==> src/rtl/ctrl_fsm.sv <==
// ctrl_fsm: multi-cycle fetch/decode/execute/writeback sequencer for the RV32I R-type + RV32M MUL datapath.
module ctrl_fsm #(
   parameter int pcmux_N     = 2,
   parameter int ifuresctl_N = 2,
   parameter int MUL_TIMEOUT = 64
) (
   input  logic                           clk,
   input  logic                           rst,
   input  logic                           run,
   input  logic [6:0]                     opcode,
   input  logic [2:0]                     func3,
   input  logic [1:0]                     func7b50,
   input  logic                           exdone,
   output logic [$clog2(pcmux_N)-1:0]     pcmuxctl,
   output logic                           pcnextctl,
   output logic                           instrre,
   output logic                           regwe,
   output logic                           regre,
   output logic                           mulstart,
   output logic [3:0]                     aluctl,
   output logic [1:0]                     mulctl,
   output logic [$clog2(ifuresctl_N)-1:0] ifuresctl,
   output logic                           illegal,
   output logic                           retire,
   output logic [31:0]                    instret
);
   localparam int IW = $clog2(ifuresctl_N);
   localparam int CW = $clog2(MUL_TIMEOUT);
   typedef enum logic [2:0] {IDLE, FETCH, DECODE, EX_ALU, EX_MUL, MUL_WAIT, WB, TRAP} state_t;
   state_t state, state_nx;
   logic [CW-1:0] cnt;
   logic is_r, alu_ok, mul_ok;
   assign is_r   = opcode == 7'b0110011;
   assign alu_ok = is_r && (func7b50 == 2'b00 || (func7b50 == 2'b10 && (func3 == 3'b000 || func3 == 3'b101)));
   assign mul_ok = is_r && func7b50 == 2'b01 && !func3[2];
   assign pcmuxctl = '0;
   always_comb begin
      state_nx  = state;
      instrre   = 1'b0;
      regre     = 1'b0;
      mulstart  = 1'b0;
      regwe     = 1'b0;
      pcnextctl = 1'b0;
      retire    = 1'b0;
      illegal   = 1'b0;
      case (state)
         IDLE:     state_nx = run ? FETCH : IDLE;
         FETCH: begin
            instrre  = 1'b1;
            state_nx = DECODE;
         end
         DECODE: begin
            regre    = 1'b1;
            state_nx = alu_ok ? EX_ALU : mul_ok ? EX_MUL : TRAP;
         end
         EX_ALU:   state_nx = WB;
         // exdone is deliberately ignored here: the MU may still hold done from the last op
         EX_MUL: begin
            mulstart = 1'b1;
            state_nx = MUL_WAIT;
         end
         MUL_WAIT: state_nx = exdone ? WB : (cnt == CW'(MUL_TIMEOUT - 1)) ? TRAP : MUL_WAIT;
         WB: begin
            regwe     = 1'b1;
            pcnextctl = 1'b1;
            retire    = 1'b1;
            state_nx  = run ? FETCH : IDLE;
         end
         default: begin
            illegal  = 1'b1;
            state_nx = TRAP;
         end
      endcase
   end
   always_ff @(posedge clk or negedge rst) begin
      if (!rst) begin
         state     <= IDLE;
         cnt       <= '0;
         aluctl    <= '0;
         mulctl    <= '0;
         ifuresctl <= '0;
         instret   <= '0;
      end else begin
         state <= state_nx;
         if (state == DECODE) begin
            aluctl    <= {func7b50[1], func3};
            mulctl    <= func3[1:0];
            ifuresctl <= IW'(mul_ok);
         end
         if (state == EX_MUL) cnt <= '0;
         else if (state == MUL_WAIT && state_nx == MUL_WAIT) cnt <= cnt + 1'b1;
         // counted on WB entry so the count already includes the retiring instruction
         if (state_nx == WB) instret <= instret + 32'd1;
      end
   end
endmodule

==> config.mk <==
export PLATFORM = sky130hd
export DESIGN_NAME = ctrl_fsm
export DESIGN_NICKNAME = d
export VERILOG_FILES = /design/src/rtl/ctrl_fsm.sv
export SDC_FILE = /design/constraint.sdc
export NUM_CORES = 1
export LEC_CHECK = 0
export ABC_AREA = 1
export BUFFER_PORTS_ARGS = -buffer_cell sky130_fd_sc_hd__buf_2
export CORE_ASPECT_RATIO = 0.9
export CORE_MARGIN = 5
export CORE_UTILIZATION = 45
export DETAILED_ROUTE_END_ITERATION = 8
export GPL_TIMING_DRIVEN = 0
export PLACE_DENSITY = 0.78
export SLEW_MARGIN = 20
export SYNTH_ARGS = -nofsm -noshare
export SYNTH_HDL_FRONTEND = slang
export SYNTH_SLANG_ARGS = --single-unit
==> constraint.sdc <==
create_clock -name clk -period 1.61 [get_ports clk]
set_input_delay 0.0805 -clock clk [delete_from_list [all_inputs] [get_ports clk]]
set_output_delay 0.0805 -clock clk [all_outputs]
set_load 0.01 [all_outputs]
==> results.toml, run 1 <==
[status]
status = "finished, violations left"
failing_checks = "negative setup slack"

[die]
chipWidth_microns = 97.1
initial_utilization = 0.464
rows = 28
die_y_microns = 88.4
core_area_sq_um = 6620
design.die.area_sq_um = 8590
boundaryPins = 63

[power]
power.static_leakage_uw = 0.00210
overall_power_after_layout_uw = 5090
power_density_nw_per_um2 = 1310
highest_ir_drop_seen_on_vdd_v = 0.000722

[timing]
period_utilization = 1.02
setup_ws_ps = -34.7
finalMaxSlewViolations = 0
max_freq_mhz = 608
slew_headroom = 0.616
unrepaired_setup_endpoints_after_global_routing = "yes"
finalSetupViolCount = 30
hold_viol = 0
fin_skew_ps = 8.44
worstMarginPinSlew_ps = 577
layout_min_cycle_time_ps = 1640

[synth]
synth.yosys.seq_area_share = 0.374
synth-warning-count = 0
asyncSetResetFlopFracSynth = 1.00
synth.ff_latch_count = 46
synth.distinct_cells = 27
yosys_most_used_dff = "dfrtp_1"
synthesis.nets = 484
syn_avg_cell_area_sq_um = 6.60
synthesis.instances = 466
synth-edff-count = 0
synthesis.area_sq_um = 3080

[global_routing]
maximum_number_of_pins_on_one_net_before_global_route_repair = 47
grt_first_pass_wirelength_mm = 13.2
first_global_vias = 2826
number_of_antenna_violations_at_the_first_check_in_global_routing = 0
global_route.overflow_total = 0
groute.usage.overall = 0.188

[critical_path]
r2r-end = "instret[24]"
path_cells = "buf_6, nor2_2, nand2_2, nand2_1, nor2_4, nand3_4, inv_2, nand2_8, clkbuf_16, nand2_2, nand2_1"
timing.critical_path.buf_inv = 3
setup.worst_path.end_class = "register"
family_of_cells_with_the_greatest_summed_delay_on_the_critical_path = "simple AND/OR/NAND/NOR gates"
crit_path_start_kind = "register"
setup_slack_of_the_most_critical_reg_to_reg_path_ps = -30
cp_max_fo = 7
worst-endpoint-required_ps = 1810
critical_path_class = "register to register"
worstReg2RegStart = "state[1]"
cp_slowest_stage_delay_ps = 370
critPathArrivalTime_ps = 1850
worst_reg_to_reg_path_cell_count = 11
slowest_stage = "dfrtp_1"

[route]
total_wirelength_of_the_detailed_routed_design_mm = 8.30
first_pass_iters = 4
route.vias.total = 3163
first_iter_violations = 180
drc_violation_count_after_routing = 0
post_drt_via_cell_ratio = 4.95
drt-wirelength-per-cell_microns = 13.0
antenna_violating_nets_left = 0

[worst_hold_path]
hold_path_end = "aluctl[1]"
type_of_the_tightest_min_delay_check = "primary input to register"
min_delay_path_depth = 3
holdCritStartpoint = "func3[1]"

[place]
buffer_ports.inserted = 61
dpl_cell_area_sq_um = 3490
gp_congestion = 0.947
detailedPlacementHpwl_mm = 6.09

[run]
maxCapViolCount = 0

[clock_tree]
clockBufferDepth = 2
clock_sink_count = 46
htreeDepth = 2
clock-root-buffer = "clkbuf_8"
worst_setup_hold_path_clk_slew_ps = 90
clock_insertion_delay_worst_skew_ps = 300
cts_made_buffers = 5
clock_tree_from_tritoncts = "built"

[layout]
final_nets = 566
layout.cell_area.non_filler_sq_um = 3900
post_route_cells_drive_above_1_share = 0.277
layout-area-overhead-vs-synth_pct = 26.8
antenna_cells = 0
## per-layer routing
| metal | part of all wire | global-route usage |
|---|---|---|
| met4 | 0.019 | 0.0497 |
| met3 | 0.060 | 0.0292 |
| met2 | 0.45 | 0.305 |
| met5 | 0 | 0 |
| met1 | 0.47 | 0.266 |
## synth_stat cells, types with 2 or more instances
| cell type | n | area share |
|---|---|---|
| nor2_4 | 2 | 0.0073 |
| nand3_4 | 2 | 0.011 |
| buf_4 | 5 | 0.012 |
| inv_2 | 7 | 0.0085 |
| buf_2 | 2 | 0.0033 |
| buf_6 | 6 | 0.022 |
| nor2_1 | 60 | 0.073 |
| nand2_1 | 226 | 0.28 |
| nand2_4 | 2 | 0.0073 |
| nand3_1 | 20 | 0.033 |
| o21a_1 | 2 | 0.0049 |
| nand3b_1 | 8 | 0.020 |
| xnor2_1 | 3 | 0.0085 |
| dfrtp_1 | 46 | 0.37 |
| nor3_1 | 6 | 0.0098 |
| xor2_1 | 12 | 0.034 |
| ha_1 | 2 | 0.0081 |
| nand4_1 | 6 | 0.012 |
| o21ai_0 | 9 | 0.015 |
| inv_1 | 33 | 0.040 |
## worst max path at each step
stage                  end  slack (ps)  depth (start not counted)        from
5_1_grt        instret[14]        -110                         11    state[1]
6_report       instret[24]         -30                         11    state[1]
4_1_cts        instret[28]          10                         11      cnt[0]
3_5_place_dp   instret[28]        -250                         11  instret[0]
2_1_floorplan  instret[28]          10                         11  instret[0]
3_3_place_gp   instret[28]        -210                         11  instret[0]
## cell families after synthesis
| logic type | count (synthesis) | share of synthesized area |
|---|---|---|
| other | 1 | 0.00122 |
| buffers and inverters | 53 | 0.0863 |
| adders and majority gates | 2 | 0.00814 |
| xor gates and xnor gates | 15 | 0.0427 |
| AOI/OAI and AO/OA | 13 | 0.0252 |
| and+or+nand+nor | 336 | 0.462 |
| DFF | 46 | 0.374 |
## repair_timing
item / CTS / global route
endpoints found under the hold margin: 12 / 0
cloned: 0 / 2
gates resized for setup: 19 / 39
hold buffers: 1 / 0
pin swaps: 0 / 17
buffers inserted: 2 / 9
setup endpoints to repair: 36 / 37
## sequential cells by signal (all words and copies together), names as in the netlist
| signal | cells |
|---|---|
| state | 3 |
| aluctl | 4 |
| instret | 32 |
| cnt | 6 |
| ifuresctl | 1 |
## worst min-delay path: cells and delay by family
family / cells / cell delay (ps)
buffers and inverters: 2 / 150
AO/OA/AOI/OAI: 1 / 80
## area by class of cell
cell class / count / area [sq um]
Sequential cell: 46 / 1160
Clock buffer: 7 / 86.3
Fill cell: 624 / 2720
Inverter: 40 / 150
Buffer: 13 / 139
Tap cell: 90 / 113
Timing Repair Buffer: 75 / 450
Clock inverter: 1 / 5.00
Multi-Input combinational cell: 367 / 1800
## layout by cell type (no fill, tap or decap), types with 2 or more instances in the layout
cell type    n
nand3_4      2
nand2_2     20
nand4_1      6
xor2_1      12
xnor2_1      3
nor2_1      48
o21ai_1      4
nand2_1    206
buf_8        4
clkbuf_16    2
inv_1       32
nor2_2       9
clkbuf_8     6
nand3b_1     8
buf_4       18
nor3_1       5
nand3_2      2
inv_2        8
buf_6        3
buf_2       60
dfrtp_2      4
o21a_1       2
nor2_4       6
nand3_1     18
o21ai_0      6
dfrtp_1     42
## per-stage QoR
stage | TNS, ps | util | setup WS (ps) | hold WS (ps) | cells
floorplan | 0 | - | 11.9 | -215 | 466
global placement | -1030 | 0.528 | -215 | 293 | 617
detailed placement | -1750 | 0.528 | -252 | 317 | 617
CTS | 0 | 0.554 | 12.2 | 56.2 | 628
global route | -3010 | 0.589 | -111 | 60.8 | 639
finish | -462 | 0.589 | -34.7 | 50.3 | 639
## report_power, final
group	leakage (uW)	switching [uW]	internal, uW	total (uW)
combinational	0.00143	1640	1160	2800
clock	0.0000482	396	347	743
sequential	0.000616	201	1350	1550
(Power assumes the default switching activity.)
==> run 2: changes to the inputs <==
- SETUP_SLACK_MARGIN: not set -> 0.15
- SLEW_MARGIN: 20 -> 40
==> run 2 against run 1 <==
Compared with the run above:
- the run now ends clean
- flip-flop and latch count is the same
- combinational power grew 9.6%
- clock skew grew 2.1 ps
- global-route usage grew 2.5 points
- wire length grew 11%
- first-iteration DRC count grew 16%
- count of clock-buffer cells in the layout shrank 1
- setup slack gained 88 ps
- non-clock buffer count grew 17
- largest cell class unchanged
- largest power group unchanged
- highest routed layer unchanged
==> results.toml, run 2 (synthesized netlist as in run 1, its figures left out) <==
[clock_tree]
htreeDepth = 2
worst_setup_hold_path_clk_slew_ps = 100
clock_tree_from_tritoncts = "built"
cts_made_buffers = 5
clockBufferDepth = 2
clock_insertion_delay_worst_skew_ps = 310
clock_sink_count = 46
clock-root-buffer = "clkbuf_8"

[timing]
fin_skew_ps = 10.6
finalSetupViolCount = 0
layout_min_cycle_time_ps = 1560
hold_viol = 0
finalMaxSlewViolations = 0
worstMarginPinSlew_ps = 591
max_freq_mhz = 642
unrepaired_setup_endpoints_after_global_routing = "yes"
slew_headroom = 0.606
period_utilization = 0.967

[critical_path]
critPathMostFrequentCell = "nand2_1"
slowest_stage = "dfrtp_2"
timing.critical_path.buf_inv = 3
worstReg2RegStart = "state[0]"
worst_reg_to_reg_path_cell_count = 10
critical_path_class = "register to register"
worst-endpoint-required_ps = 1860
setup_slack_of_the_most_critical_reg_to_reg_path_ps = 50
cp_max_fo = 10
critPathArrivalTime_ps = 1810
crit_path_start_kind = "register"
path_cells = "inv_4, nand2_2, o21ai_1, nand2_1, nand3_4, inv_2, nand2_4, buf_6, nand2_1, nand2_1"
r2r-end = "instret[20]"
cp_slowest_stage_delay_ps = 490
family_of_cells_with_the_greatest_summed_delay_on_the_critical_path = "simple AND/OR/NAND/NOR gates"
setup.worst_path.end_class = "register"

[global_routing]
global_route.overflow_total = 0
grt_first_pass_wirelength_mm = 14.8
maximum_number_of_pins_on_one_net_before_global_route_repair = 47
groute.usage.overall = 0.213
first_global_vias = 3050
number_of_antenna_violations_at_the_first_check_in_global_routing = 0

[layout]
largest_reg_flops = 32
multiInputGateArea_sq_um = 1840
mostFrequentLayoutCells = "nand2_1 (211), buf_2 (59), nor2_1 (44)"
final_nets = 583
stdcell_count = 656
layout-area-overhead-vs-synth_pct = 32.8
layout.core_utilization = 0.617
area_occupied_by_registers_sq_um = 1170
post_route_cells_drive_above_1_share = 0.336
fillCellCount = 591
largest_register = "instret"
antenna_cells = 0
layout.cells.most_common = "nand2_1"
largest_registers_ranked_by_flip_flop_count = "instret x32, cnt x6, aluctl x4"

[route]
route.vias.total = 3311
first_pass_iters = 6
drc_violation_count_after_routing = 0
antenna_violating_nets_left = 0
total_wirelength_of_the_detailed_routed_design_mm = 9.19
first_iter_violations = 209
drt-wirelength-per-cell_microns = 14.0
post_drt_via_cell_ratio = 5.05

[worst_hold_path]
min_delay_path_depth = 3
holdCritStartpoint = "func3[1]"
type_of_the_tightest_min_delay_check = "primary input to register"
hold_path_end = "aluctl[1]"

[run]
maxCapViolCount = 0

[die]
die_y_microns = 88.4
initial_utilization = 0.464
chipWidth_microns = 97.1
core_area_sq_um = 6620
design.die.area_sq_um = 8590
boundaryPins = 63
rows = 28

[place]
buffer_ports.inserted = 61
gp_congestion = 0.954
placedCellCount = 617
detailedPlacementHpwl_mm = 6.46

[power]
overall_power_after_layout_uw = 5410
power_switching_uw = 2390
pint_uw = 3020
highest_ir_drop_seen_on_vdd_v = 0.000912
sequential_share_of_power = 0.287
power_frac_clock = 0.146
power.static_leakage_uw = 0.00215
power_density_nw_per_um2 = 1330
power.share.combinational = 0.567
power.switching_fraction = 0.441

[status]
status = "finished, final reports clean"
==> run 2: cell types whose count changed in the layout (fill, tap and decap cells not counted), sizes merged <==
cell / change
clkinvlp: +1
clkbuf: -3
inv: +1
clkinv: -1
buf: +19
==> run 2: final cells by class <==
class                   instances  share of cell area
plain buffers                  13              0.0340
clock buffers                   6              0.0202
clock inverters                 2             0.00398
inverters                      40              0.0392
multi-input cells             367               0.452
flip-flops and latches         46               0.287
well taps                      90              0.0276
repair buffers                 92               0.136
==> run 2: how the worst max path moves through the flow <==
stage                           from          end  slack, ps  depth (start not counted)
after floorplan               cnt[0]  instret[13]        150                         11
after global placement    instret[2]  instret[29]        -60                          9
after detailed placement      cnt[0]       cnt[3]       -140                         10
after CTS                     cnt[0]  instret[24]         40                         11
after global routing      instret[1]  instret[27]        -70                         10
final                       state[0]  instret[20]         50                         10
==> run 2: worst register-to-register path, delay by kind of cell (launching register included) <==
kind	cells	cell delay, ps
simple gates	6	580
flops	1	490
buf+inv	3	320
compound gates	1	130
==> run 2: timing repair <==
item / 4_1_cts / 5_1_grt
buffers inserted: 14 / 15
pin swaps: 5 / 16
gates cloned: 1 / 0
endpoints found under the hold margin: 46 / 0
hold buffers: 1 / 0
setup endpoints to repair: 42 / 42
gates resized for setup: 31 / 56
==> run 2: power by group through the flow <==
stage	clock network, uW	registers (uW)	logic (uW)
floorplan	0	1580	1550
global placement	0	1560	2170
detailed placement	0	1560	2220
CTS	790	1530	2570
global route	844	1580	3280
finish	791	1550	3070
==> run 2: metrics by stage <==
stage	setup WS, ps	area (sq um)	setup TNS [ps]	hold WS [ps]
floorplan	155	3100	0	-215
global placement	-60.6	3520	-364	313
detailed placement	-141	3520	-1600	129
CTS	38.4	3820	0	38.5
global route	-69.9	4080	-580	55.8
finish	52.9	4080	0	35.4
==> run 2: per-layer routing <==
layer	up-vias	wire, microns	track usage
met3	21	595	0.0355
met1	1547	3980	0.280
met4	0	159	0.0497
li1	1622	-	-
met5	-	0	0
met2	121	4450	0.374
